**src/rtl/bcd_gray_arbiter_if.sv**
```systemverilog
// Request/result bus for bcd_gray_arbiter.
// Two BCD requesters (valid/bcd/ready each) and one result channel
// (valid/gray/id/err with consumer ready).
//   master : drives requests and out_ready, observes readys and result
//   slave  : the arbiter side
interface bcd_gray_arbiter_if;
    localparam int unsigned DIGIT_W = 4;

    logic               req0_valid;
    logic [DIGIT_W-1:0] req0_bcd;
    logic               req0_ready;
    logic               req1_valid;
    logic [DIGIT_W-1:0] req1_bcd;
    logic               req1_ready;
    logic               out_valid;
    logic [DIGIT_W-1:0] out_gray;
    logic               out_id;
    logic               out_err;
    logic               out_ready;

    modport master (
        output req0_valid, req0_bcd, req1_valid, req1_bcd, out_ready,
        input  req0_ready, req1_ready, out_valid, out_gray, out_id, out_err
    );

    modport slave (
        input  req0_valid, req0_bcd, req1_valid, req1_bcd, out_ready,
        output req0_ready, req1_ready, out_valid, out_gray, out_id, out_err
    );
endinterface

```
**src/rtl/bcd_gray_arbiter.sv**
```systemverilog
// Two-requester arbiter feeding one shared BCD-to-Gray converter with a
// single-entry output register.
// Ports:
//   clk        : clock, rising edge
//   rst        : synchronous active-high reset
//   bus        : bcd_gray_arbiter_if.slave (requests, readys, result)
//   conv_count : results consumed, saturating at 255
//   err_count  : consumed results flagged invalid BCD, saturating at 255
// RR_EN = 1 selects round-robin on ties, 0 gives requester 0 fixed priority.
// reqN_ready is combinational from valids, state, out_ready and pointer.
module bcd_gray_arbiter #(
    parameter bit RR_EN = 1'b1
) (
    input  logic                      clk,
    input  logic                      rst,
    bcd_gray_arbiter_if.slave         bus,
    output logic [7:0]                conv_count,
    output logic [7:0]                err_count
);
    localparam int unsigned DIGIT_W = 4;
    localparam int unsigned CNT_W   = 8;
    localparam logic [CNT_W-1:0] CNT_MAX = CNT_W'(255);

    typedef enum logic {
        ST_IDLE = 1'b0,
        ST_FULL = 1'b1
    } state_t;

    state_t               r_state;
    state_t               w_state_nxt;
    logic                 r_last_grant;
    logic [DIGIT_W-1:0]   r_out_gray;
    logic                 r_out_id;
    logic                 r_out_err;
    logic [CNT_W-1:0]     r_conv_count;
    logic [CNT_W-1:0]     r_err_count;

    logic                 w_accept_en;
    logic                 w_tie_winner;
    logic                 w_grant0;
    logic                 w_grant1;
    logic                 w_xfer;
    logic                 w_consume;
    logic [DIGIT_W-1:0]   w_digit;
    logic                 w_bcd_err;
    logic [DIGIT_W-1:0]   w_gray;

    // State register
    always_ff @(posedge clk) begin
        if (rst) begin
            r_state <= ST_IDLE;
        end else begin
            r_state <= w_state_nxt;
        end
    end

    // Arbitration, shared converter and next-state
    always_comb begin
        w_state_nxt  = r_state;
        w_accept_en  = 1'b0;
        w_tie_winner = 1'b0;
        w_grant0     = 1'b0;
        w_grant1     = 1'b0;
        w_xfer       = 1'b0;
        w_consume    = 1'b0;
        w_digit      = '0;
        w_bcd_err    = 1'b0;
        w_gray       = '0;

        // rst gates the accept so readys stay low during reset
        w_accept_en = !rst && ((r_state == ST_IDLE) || bus.out_ready);
        w_consume   = (r_state == ST_FULL) && bus.out_ready;

        // Round-robin favours whoever was not granted last
        w_tie_winner = RR_EN ? !r_last_grant : 1'b0;

        w_grant0 = w_accept_en && bus.req0_valid &&
                   (!bus.req1_valid || (w_tie_winner == 1'b0));
        w_grant1 = w_accept_en && bus.req1_valid &&
                   (!bus.req0_valid || (w_tie_winner == 1'b1));
        w_xfer   = w_grant0 || w_grant1;

        w_digit   = w_grant1 ? bus.req1_bcd : bus.req0_bcd;
        w_bcd_err = (w_digit > DIGIT_W'(9));
        if (!w_bcd_err) begin
            w_gray = {w_digit[3],
                      w_digit[2] | w_digit[3],
                      w_digit[2] ^ w_digit[1],
                      w_digit[1] ^ w_digit[0]};
        end

        if (w_xfer) begin
            w_state_nxt = ST_FULL;
        end else if (w_consume) begin
            w_state_nxt = ST_IDLE;
        end
    end

    // Result register and grant pointer, loaded only on an accepted transfer
    always_ff @(posedge clk) begin
        if (rst) begin
            r_out_gray   <= '0;
            r_out_id     <= 1'b0;
            r_out_err    <= 1'b0;
            r_last_grant <= 1'b1;
        end else if (w_xfer) begin
            r_out_gray   <= w_gray;
            r_out_id     <= w_grant1;
            r_out_err    <= w_bcd_err;
            r_last_grant <= w_grant1;
        end
    end

    // Saturating consumption counters
    always_ff @(posedge clk) begin
        if (rst) begin
            r_conv_count <= '0;
            r_err_count  <= '0;
        end else if (w_consume) begin
            if (r_conv_count != CNT_MAX) begin
                r_conv_count <= r_conv_count + CNT_W'(1);
            end
            if (r_out_err && (r_err_count != CNT_MAX)) begin
                r_err_count <= r_err_count + CNT_W'(1);
            end
        end
    end

    assign bus.req0_ready = w_grant0;
    assign bus.req1_ready = w_grant1;
    assign bus.out_valid  = (r_state == ST_FULL);
    assign bus.out_gray   = r_out_gray;
    assign bus.out_id     = r_out_id;
    assign bus.out_err    = r_out_err;
    assign conv_count     = r_conv_count;
    assign err_count      = r_err_count;

endmodule

```
**src/flat_wrapper.sv**
```systemverilog
// flat-port wrapper written by rule: the top's interface ports become plain ports
module bcd_gray_arbiter_flat 
#(
    parameter bit RR_EN = 1'b1
)
  (clk, rst, conv_count, err_count, bus_req0_valid, bus_req0_bcd, bus_req1_valid, bus_req1_bcd, bus_out_ready, bus_req0_ready, bus_req1_ready, bus_out_valid, bus_out_gray, bus_out_id, bus_out_err);
  bcd_gray_arbiter_if bus_i ();
  input  logic clk;
  input  logic rst;
  output logic [7:0] conv_count;
  output logic [7:0] err_count;
  input wire logic [$bits(bus_i.req0_valid)-1:0] bus_req0_valid;
  input wire logic [$bits(bus_i.req0_bcd)-1:0] bus_req0_bcd;
  input wire logic [$bits(bus_i.req1_valid)-1:0] bus_req1_valid;
  input wire logic [$bits(bus_i.req1_bcd)-1:0] bus_req1_bcd;
  input wire logic [$bits(bus_i.out_ready)-1:0] bus_out_ready;
  output wire logic [$bits(bus_i.req0_ready)-1:0] bus_req0_ready;
  output wire logic [$bits(bus_i.req1_ready)-1:0] bus_req1_ready;
  output wire logic [$bits(bus_i.out_valid)-1:0] bus_out_valid;
  output wire logic [$bits(bus_i.out_gray)-1:0] bus_out_gray;
  output wire logic [$bits(bus_i.out_id)-1:0] bus_out_id;
  output wire logic [$bits(bus_i.out_err)-1:0] bus_out_err;
  assign bus_i.req0_valid = bus_req0_valid;
  assign bus_i.req0_bcd = bus_req0_bcd;
  assign bus_i.req1_valid = bus_req1_valid;
  assign bus_i.req1_bcd = bus_req1_bcd;
  assign bus_i.out_ready = bus_out_ready;
  assign bus_req0_ready = bus_i.req0_ready;
  assign bus_req1_ready = bus_i.req1_ready;
  assign bus_out_valid = bus_i.out_valid;
  assign bus_out_gray = bus_i.out_gray;
  assign bus_out_id = bus_i.out_id;
  assign bus_out_err = bus_i.out_err;
  bcd_gray_arbiter #(.RR_EN(RR_EN)) u_core (.clk(clk), .rst(rst), .bus(bus_i), .conv_count(conv_count), .err_count(err_count));
endmodule
```
**config.mk**
```make
export PLATFORM = sky130hd
export DESIGN_NAME = bcd_gray_arbiter_flat
export DESIGN_NICKNAME = d
export VERILOG_FILES = /design/src/rtl/bcd_gray_arbiter_if.sv /design/src/rtl/bcd_gray_arbiter.sv /design/src/flat_wrapper.sv
export SDC_FILE = /design/constraint.sdc
export NUM_CORES = 1
export LEC_CHECK = 0
export CORE_MARGIN = 2
export CORE_UTILIZATION = 35
export CTS_BUF_LIST = sky130_fd_sc_hd__clkbuf_16
export DETAILED_ROUTE_END_ITERATION = 10
export PLACE_DENSITY = 0.69
export SLEW_MARGIN = 20
export SYNTH_ARGS = -nofsm -noshare
export SYNTH_HDL_FRONTEND = slang
export SYNTH_SLANG_ARGS = --single-unit
```
**constraint.sdc**
```tcl
create_clock -name clk -period 3 [get_ports clk]
set_input_delay 0.45 -clock clk [delete_from_list [all_inputs] [get_ports clk]]
set_output_delay 0.45 -clock clk [all_outputs]
set_load 0.02 [all_outputs]
```
## Yosys cells after proc, flatten, opt, wreduce, memory -nomap -nowiden

Index checks and enable logic that the tools add are counted.

- Bitwise operators: 4
- Multiply operators: 0
- Eq/ne operators: 2
- Add/sub/neg operators: 2
- Muxes and demuxes: 4
- Reductions and logical operators: 18
- Shift operators: 0
- Div/mod/pow operators: 0
- $lt $le $gt $ge: 1

Operators with widths:

| kind | number |
|---|---|
| $add 8x1->8 const B | 2 |
| $ne 8x8->1 const B | 2 |
| $mux 4 | 2 |
| $logic_and 1x1->1 | 7 |
| $gt 4x4->1 const B | 1 |
| $logic_not 1->1 | 4 |
| $logic_or 1x1->1 | 4 |
| $reduce_and 2->1 | 2 |
| $mux 1 | 2 |
| $reduce_bool 2->1 | 1 |
| $xor 1x1->1 | 2 |
| $not 1->1 | 1 |
| $or 1x1->1 | 1 |

- RAM bits: 0
- Logic and storage cells: 38
- Bits in registers: 24
- Memory bits (read-only): 0
- Bits in latches: 0
- Memories kept: 0

## Longest topological paths before layout

Gate-level depths: netlist (run 1).

- Depth in word-level cells: 8
- Mapped depth: 10
- Depth with buffers taken out: 9

## Worst setup path after synthesis (run 1)

No wires, ideal clock.

- Path kind: input to register
- Start: in bus_out_ready
- End: reg u_core.r_out_gray[3] (netlist: u_core.bus.out_gray[3])
- Data arrival time: 2.110 ns
- Stages: 9
- Path slack: 0.768 ns
- Data required time: 2.878 ns
- Cell sequence: nand2b_1 buf_4 nand4_4 mux2_2 ha_1 nor2_1 o21ai_0 nor2b_1 a221o_1

- Word-level cells in the longest chain between the ends: 7

RTL lines:

| item | line | text |
|---|---|---|
| start, declared | flat_wrapper.sv:16 | `input wire logic [$bits(bus_i.out_ready)-1:0] bus_out_ready;` |
| $logic_or 1x1->1 * | bcd_gray_arbiter.sv:71 | `w_accept_en = !rst && ((r_state == ST_IDLE) \|\| bus.out_ready);` |
| $logic_and 1x1->1 * | bcd_gray_arbiter.sv:71 |  |
| $logic_and 1x1->1 (2 in a row) | bcd_gray_arbiter.sv:79 | `w_grant1 = w_accept_en && bus.req1_valid &&` |
| $mux 4 | bcd_gray_arbiter.sv:83 | `w_digit = w_grant1 ? bus.req1_bcd : bus.req0_bcd;` |
| $gt 4x4->1 | bcd_gray_arbiter.sv:84 | `w_bcd_err = (w_digit > DIGIT_W'(9));` |
| $mux 4 | bcd_gray_arbiter.sv:85 | `if (!w_bcd_err) begin` |
| end signal, assigned | bcd_gray_arbiter.sv:107 | `r_out_gray <= w_gray;` |
| end, declared | bcd_gray_arbiter.sv:32 | `logic [DIGIT_W-1:0] r_out_gray;` |

Every way passes the cells marked *; elsewhere a longest branch is shown, timed or not.
A chain may end at the register's enable or synchronous reset.

## Final worst setup path (run 1)

- Start: in bus_out_ready
- End: out bus_req0_ready

- Word-level cells in the longest chain between the ends: 4

RTL lines:

| item | line | text |
|---|---|---|
| $logic_or 1x1->1 | bcd_gray_arbiter.sv:71 |  |
| $logic_and 1x1->1 | bcd_gray_arbiter.sv:71 |  |
| $logic_and 1x1->1 (2 in a row) | bcd_gray_arbiter.sv:77 | `w_grant0 = w_accept_en && bus.req0_valid &&` |
| end, declared | flat_wrapper.sv:17 | `output wire logic [$bits(bus_i.req0_ready)-1:0] bus_req0_ready;` |

Every way passes these cells.

==> results.py, run 1 <==
metrics = {
    "finish": {
        "n_antenna_cell": 0,
        "drive_above_1_share": 0.08197,
        "layout_common_cells": "clkdlybuf4s50_1, dfxtp_1, nor2_1",
        "final_common_cell": "clkdlybuf4s50_1",
        "fin_nets": 201,
        "area_delta_synth_final_pct": 41.87,
    },
    "sta": {
        "maxSlewViolCount": 0,
        "max_freq_mhz": 367.6,
        "fin_worst_skew_ns": 0.007603,
        "worst_pin_slew_ns": 0.3763,
        "fin_setup_tns_ns": 0,
        "fin_crit_sh": 0.9068,
        "relSlewSlack": 0.7426,
        "holdWs_ns": 0.4836,
        "rsz0062_at_grt": "no",
        "hold_viol_final": 0,
        "period_minus_slack_ns": 2.721,
        "finalSetupViolCount": 0,
    },
    "placement": {
        "portBuffers": 37,
        "dp_hpwl_um": 2289,
        "place.gp.congestion": 0.8734,
    },
    "detailed_routing": {
        "wl_per_cell_um": 13.86,
        "wl_um": 3175,
        "postRouteAntennaNets": 0,
        "vias_per_cell": 5.419,
        "vias": 1241,
        "drtIter0Drc": 58,
        "dr.pass1.iters": 4,
        "drc": 0,
    },
    "setup_path": {
        "critical_path_arrival_ns": 2.27,
        "worstRegToRegCells": 8,
        "critPathMaxFanout": 7,
        "crit_type": "in -> out",
        "r2r-end": "u_core.bus.out_gray[3]",
        "r2r_slack_ns": 0.75,
        "worst_ep_required_time_ns": 2.55,
        "startpoint_type": "input pin",
        "cp-end-kind": "primary output",
        "critPathLaunch": "bus_out_ready",
        "r2r_start": "u_core.bus.out_valid",
        "cp-endpoint": "bus_req0_ready",
    },
    "global_routing": {
        "grt_usage": 0.1579,
        "grt_pass1_vias": 1220,
        "antenna_found_initial": 0,
        "overflow": 0,
        "grt_max_degree": 23,
        "grt_pass1_wl_um": 5306,
    },
    "clock_tree": {
        "cts_setup_buffers": 0,
        "clk_latency_ns": 0.26,
        "clockBufferDepth": 2,
        "cts_buffers": 3,
        "ctsHoldBuffers": 0,
        "ctsResizeCount": 0,
        "clock_sinks": 24,
        "h-tree-depth": 1,
        "root_buffer": "clkbuf_16",
        "clkSlewWorstSetupHoldPaths_ns": 0.07,
        "cts_tree": "done",
    },
    "synth": {
        "synth_seq_area_share": 0.3783,
        "yosys_warnings": 0,
        "ys_ff_latch": 24,
        "ys_types": 41,
        "yosys.area.top_type_share": 0.3783,
        "avgSynthCellArea_um2": 8.881,
        "yosysTopAreaCell": "dfxtp_1",
        "synth_cells": 143,
        "synth_area_um2": 1270,
        "synth_nets": 160,
        "ys_top_cells_by_area": "dfxtp_1, nor2_1, ha_1",
    },
    "die": {
        "ios": 38,
        "start_util": 0.3718,
        "dieArea_um2": 4126,
        "core-area_um2": 3416,
        "die_y_um": 64.24,
        "rows": 21,
        "dieWidth_um": 64.24,
    },
    "power": {
        "comb_power_share": 0.137,
        "p_clk_frac": 0.456,
        "p_sw_uw": 187.3,
        "ir_worst_vdd_v": 0.0003490,
        "internal-power_uw": 651.9,
        "p_leak_nw": 0.6827,
        "p_per_area_nw_per_um2": 465.8,
        "p_seq_frac": 0.407,
        "switching_share": 0.2232,
    },
    "hold_path": {
        "hold_path.class": "reg -> reg",
    },
    "outcome": {
        "status": "completed",
    },
    "run": {
        "drv_cap": 0,
    },
}
layer usage:
layer / track usage / vias to the layer above / routed length (µm)
met5: 0 / - / 0
met3: 0.05986 / 4 / 263
met2: 0.2474 / 54 / 1353
met1: 0.2041 / 578 / 1540
li1: - / 605 / -
met4: 0.03989 / 0 / 17
worst min path at each step:
stage | start | to | slack, ns | depth (start not counted)
3_5_place_dp | u_core.bus.out_gray[0] | u_core.bus.out_gray[0] | 0.46 | 2
2_1_floorplan | u_core.r_last_grant | u_core.r_last_grant | 0.49 | 1
3_3_place_gp | u_core.bus.out_gray[0] | u_core.bus.out_gray[0] | 0.46 | 2
4_1_cts | u_core.bus.out_gray[2] | u_core.bus.out_gray[2] | 0.49 | 1
6_report | u_core.bus.out_gray[2] | u_core.bus.out_gray[2] | 0.48 | 1
5_1_grt | u_core.bus.out_gray[2] | u_core.bus.out_gray[2] | 0.51 | 1
registers in the layout, indices dropped and copies added, names as in the netlist:
register / cells
u_core.conv_count: 8
u_core.bus.out_gray: 4
u_core.err_count: 8
u_core.bus.out_valid: 1
u_core.bus.out_err: 1
u_core.bus.out_id: 1
u_core.r_last_grant: 1
cell type report:
| class | count | area, µm² |
|---|---|---|
| fillers | 323 | 1614 |
| multi-input cells | 105 | 732.0 |
| flip-flops and latches | 24 | 480.5 |
| repair buffers | 39 | 385.4 |
| clock buffers | 3 | 75.07 |
| well taps | 46 | 57.56 |
| inverters | 11 | 41.29 |
| clock inverters | 1 | 30.03 |
per-stage QoR:
| stage | setup slack (ns) | utilization | cell area, µm² | std cells | total power, mW |
|---|---|---|---|---|---|
| after floorplan | 0.7679 | - | 1270 | 143 | 0.4075 |
| after global placement | 0.2739 | 0.4967 | 1697 | 225 | 0.4586 |
| after detailed placement | 0.1507 | 0.4967 | 1697 | 225 | 0.4624 |
| after CTS | 0.2913 | 0.5275 | 1802 | 229 | 0.8462 |
| after global routing | 0.1940 | 0.5275 | 1802 | 229 | 0.8724 |
| final | 0.2795 | 0.5275 | 1802 | 229 | 0.8392 |
Yosys cell counts:
master,instances
a311oi_1,1
a2111oi_0,1
xnor2_1,3
xor2_1,4
buf_1,1
o31a_1,1
and4_2,1
o21ai_0,3
a31o_2,1
a221o_1,3
nand2_1,9
buf_4,1
a211o_1,1
nand4_1,3
mux2i_1,5
or2_2,2
dfxtp_1,24
nor3b_1,1
and2_4,1
a32oi_1,1
and3_1,2
inv_1,11
ha_1,4
o41ai_1,2
mux2_2,1
or4_1,1
nor4bb_1,1
nand4_4,2
a21oi_1,7
nor2b_1,1
and4_1,3
nor3_1,6
a31oi_1,4
a211oi_1,4
or3b_2,1
o211ai_1,2
o2111ai_1,1
nor2_1,16
nand3_1,2
nand2b_1,4
buf_2,1
cells by family after synthesis:
group	count (synthesis)	share of synthesized area
mux	6	0.04828
buf+inv	14	0.04532
flops	24	0.3783
fa+ha+maj	4	0.03941
compound gates	32	0.1803
simple gates	56	0.2601
xor+xnor	7	0.04828
critical path, stage by stage:
cell,delay (ns)
clkdlybuf4s50_1,0.54
nand2b_1,0.20
buf_4,0.17
o2111ai_1,0.21
inv_1,0.10
clkdlybuf4s50_1,0.60
power groups by stage:
stage,Combinational [mW],Sequential (mW),Clock (mW)
6_report,0.115,0.342,0.383
2_1_floorplan,0.0486,0.359,0
3_5_place_dp,0.114,0.349,0
3_3_place_gp,0.110,0.348,0
5_1_grt,0.123,0.343,0.406
4_1_cts,0.115,0.342,0.390
Power figures use the tool's default switching activity.
==> inputs of run 2 (changes only) <==
--- a/config.mk
+++ b/config.mk
@@ -5,7 +5,7 @@
 export SDC_FILE = /design/constraint.sdc
 export NUM_CORES = 1
 export LEC_CHECK = 0
-export CORE_MARGIN = 2
+export CORE_MARGIN = 4
 export CORE_UTILIZATION = 35
 export CTS_BUF_LIST = sky130_fd_sc_hd__clkbuf_16
 export DETAILED_ROUTE_END_ITERATION = 10
==> run 2 against run 1 <==
Net effect: cell count decreased by 0.44%; sequential power barely moved; register-to-register slack got worse by 0.03 ns; clock skew is 0.0048 ns lower; worst setup slack better by 0.079 ns; flip-flop and latch count unchanged; global-route usage decreased by 0.92 points; highest routed layer unchanged.
==> results.py, run 2 (synthesized netlist as in run 1, its figures left out) <==
metrics = {
    "outcome": {
        "status": "completed",
    },
    "finish": {
        "drive_above_1_share": 0.07692,
        "n_antenna_cell": 0,
        "nFillCells": 332,
        "area_delta_synth_final_pct": 39.51,
        "seq_area_um2": 480.5,
        "multi_input_area_um2": 732.0,
        "final_cell_area_um2": 1772,
        "final_common_cell": "clkdlybuf4s50_1",
        "fin_nets": 201,
        "fin_util": 0.5187,
        "layout_common_cells": "clkdlybuf4s50_1, dfxtp_1, nor2_1",
    },
    "sta": {
        "finalSetupViolCount": 0,
        "fin_worst_skew_ns": 0.002782,
        "hold_viol_final": 0,
        "rsz0062_at_grt": "no",
        "worst_pin_slew_ns": 0.3974,
        "relSlewSlack": 0.7348,
        "fin_setup_tns_ns": 0,
        "max_freq_mhz": 378.6,
        "fin_crit_sh": 0.8804,
        "period_minus_slack_ns": 2.641,
        "maxSlewViolCount": 0,
    },
    "clock_tree": {
        "ctsResizeCount": 0,
        "clock_sinks": 24,
        "root_buffer": "clkbuf_16",
        "cts_setup_buffers": 0,
        "clkSlewWorstSetupHoldPaths_ns": 0.06,
        "cts_buffers": 3,
        "ctsHoldBuffers": 0,
        "clockBufferDepth": 2,
        "h-tree-depth": 1,
        "clk_latency_ns": 0.25,
        "cts_tree": "done",
    },
    "setup_path": {
        "worst-path-buf-inv": 3,
        "worst_ep_required_time_ns": 2.55,
        "critPathMaxFanout": 5,
        "crit_type": "in -> out",
        "crit_slowest_cell": "clkdlybuf4s50_1",
        "startpoint_type": "input pin",
        "cp-end-kind": "primary output",
        "path_cells": "clkdlybuf4s50_1, nand2b_1, o2111ai_1, inv_1, clkdlybuf4s50_1",
        "crit_path_frequent_cell": "clkdlybuf4s50_1",
        "worst_path_dominant_cell_family": "buffers and inverters",
        "critical_path_arrival_ns": 2.19,
        "cp_slowest_stage_delay_ns": 0.60,
    },
    "die": {
        "rows": 21,
        "die_y_um": 68.24,
        "start_util": 0.3718,
        "dieWidth_um": 68.24,
        "core-area_um2": 3416,
        "ios": 38,
        "dieArea_um2": 4656,
    },
    "run": {
        "drv_cap": 0,
    },
    "global_routing": {
        "grt_pass1_vias": 1258,
        "use_met2": 0.2395,
        "grt_usage": 0.1488,
        "overflow": 0,
        "grt_pass1_wl_um": 5375,
        "grt_max_degree": 23,
        "gr-max-usage-layer": "met2",
        "antenna_found_initial": 0,
        "grt_use_met3": 0.04269,
        "met1_usage": 0.1888,
    },
    "placement": {
        "dp_hpwl_um": 2345,
        "place.gp.congestion": 0.7640,
        "dpl_cell_area_um2": 1697,
        "portBuffers": 37,
    },
    "power": {
        "ir_worst_vdd_v": 0.0002200,
        "p_leak_nw": 0.6686,
        "p_per_area_nw_per_um2": 414.0,
        "finalPower_uw": 733.4,
    },
    "detailed_routing": {
        "wl_um": 3126,
        "drtIter0Drc": 47,
        "vias_per_cell": 5.259,
        "drc": 0,
        "postRouteAntennaNets": 0,
        "dr.pass1.iters": 4,
        "vias": 1199,
        "wl_per_cell_um": 13.71,
    },
    "hold_path": {
        "hold_path.class": "reg -> reg",
    },
}
## run 2: layer usage
metal  vias up  part of all wire
met1       548              0.49
li1        607                 -
met5         -                 0
met4         0            0.0029
met3         2             0.088
met2        42              0.42
## run 2: final timing paths
path / start / endpoint / slack (ns) / cells after the start
setup / recovery: bus_out_ready / bus_req0_ready / 0.36 / 5
hold / removal: u_core.bus.out_gray[0] / u_core.bus.out_gray[0] / 0.47 / 2
setup reg to reg: u_core.bus.out_valid / u_core.bus.out_gray[3] / 0.72 / 8
hold reg to reg: u_core.bus.out_gray[0] / u_core.bus.out_gray[0] / 0.47 / 2
## run 2: metrics by stage
step | std cells | worst slack [ns] | hold WS, ns
floorplan | 143 | 0.7679 | 0.4871
global placement | 225 | 0.2481 | 0.4624
detailed placement | 225 | 0.1196 | 0.4708
CTS | 228 | 0.3359 | 0.4831
global route | 228 | 0.2313 | 0.5129
finish | 228 | 0.3587 | 0.4748
## run 2: tightest hold or removal path: stages (launching register included)
cell	delay [ns]
dfxtp_1	0.32
nand2_1	0.06
o41ai_1	0.05
## run 2: layout make-up
type                    count  area share
multi-input cells         105      0.4131
flip-flops and latches     24      0.2712
repair buffers             39      0.2175
clock buffers               3     0.04237
well taps                  46     0.03249
inverters                  11     0.02331
## run 2: report_power, final
group	total (mW)	internal [mW]	switching [mW]
clock	0.278	0.176	0.102
sequential	0.342	0.330	0.0120
combinational	0.113	0.0565	0.0569
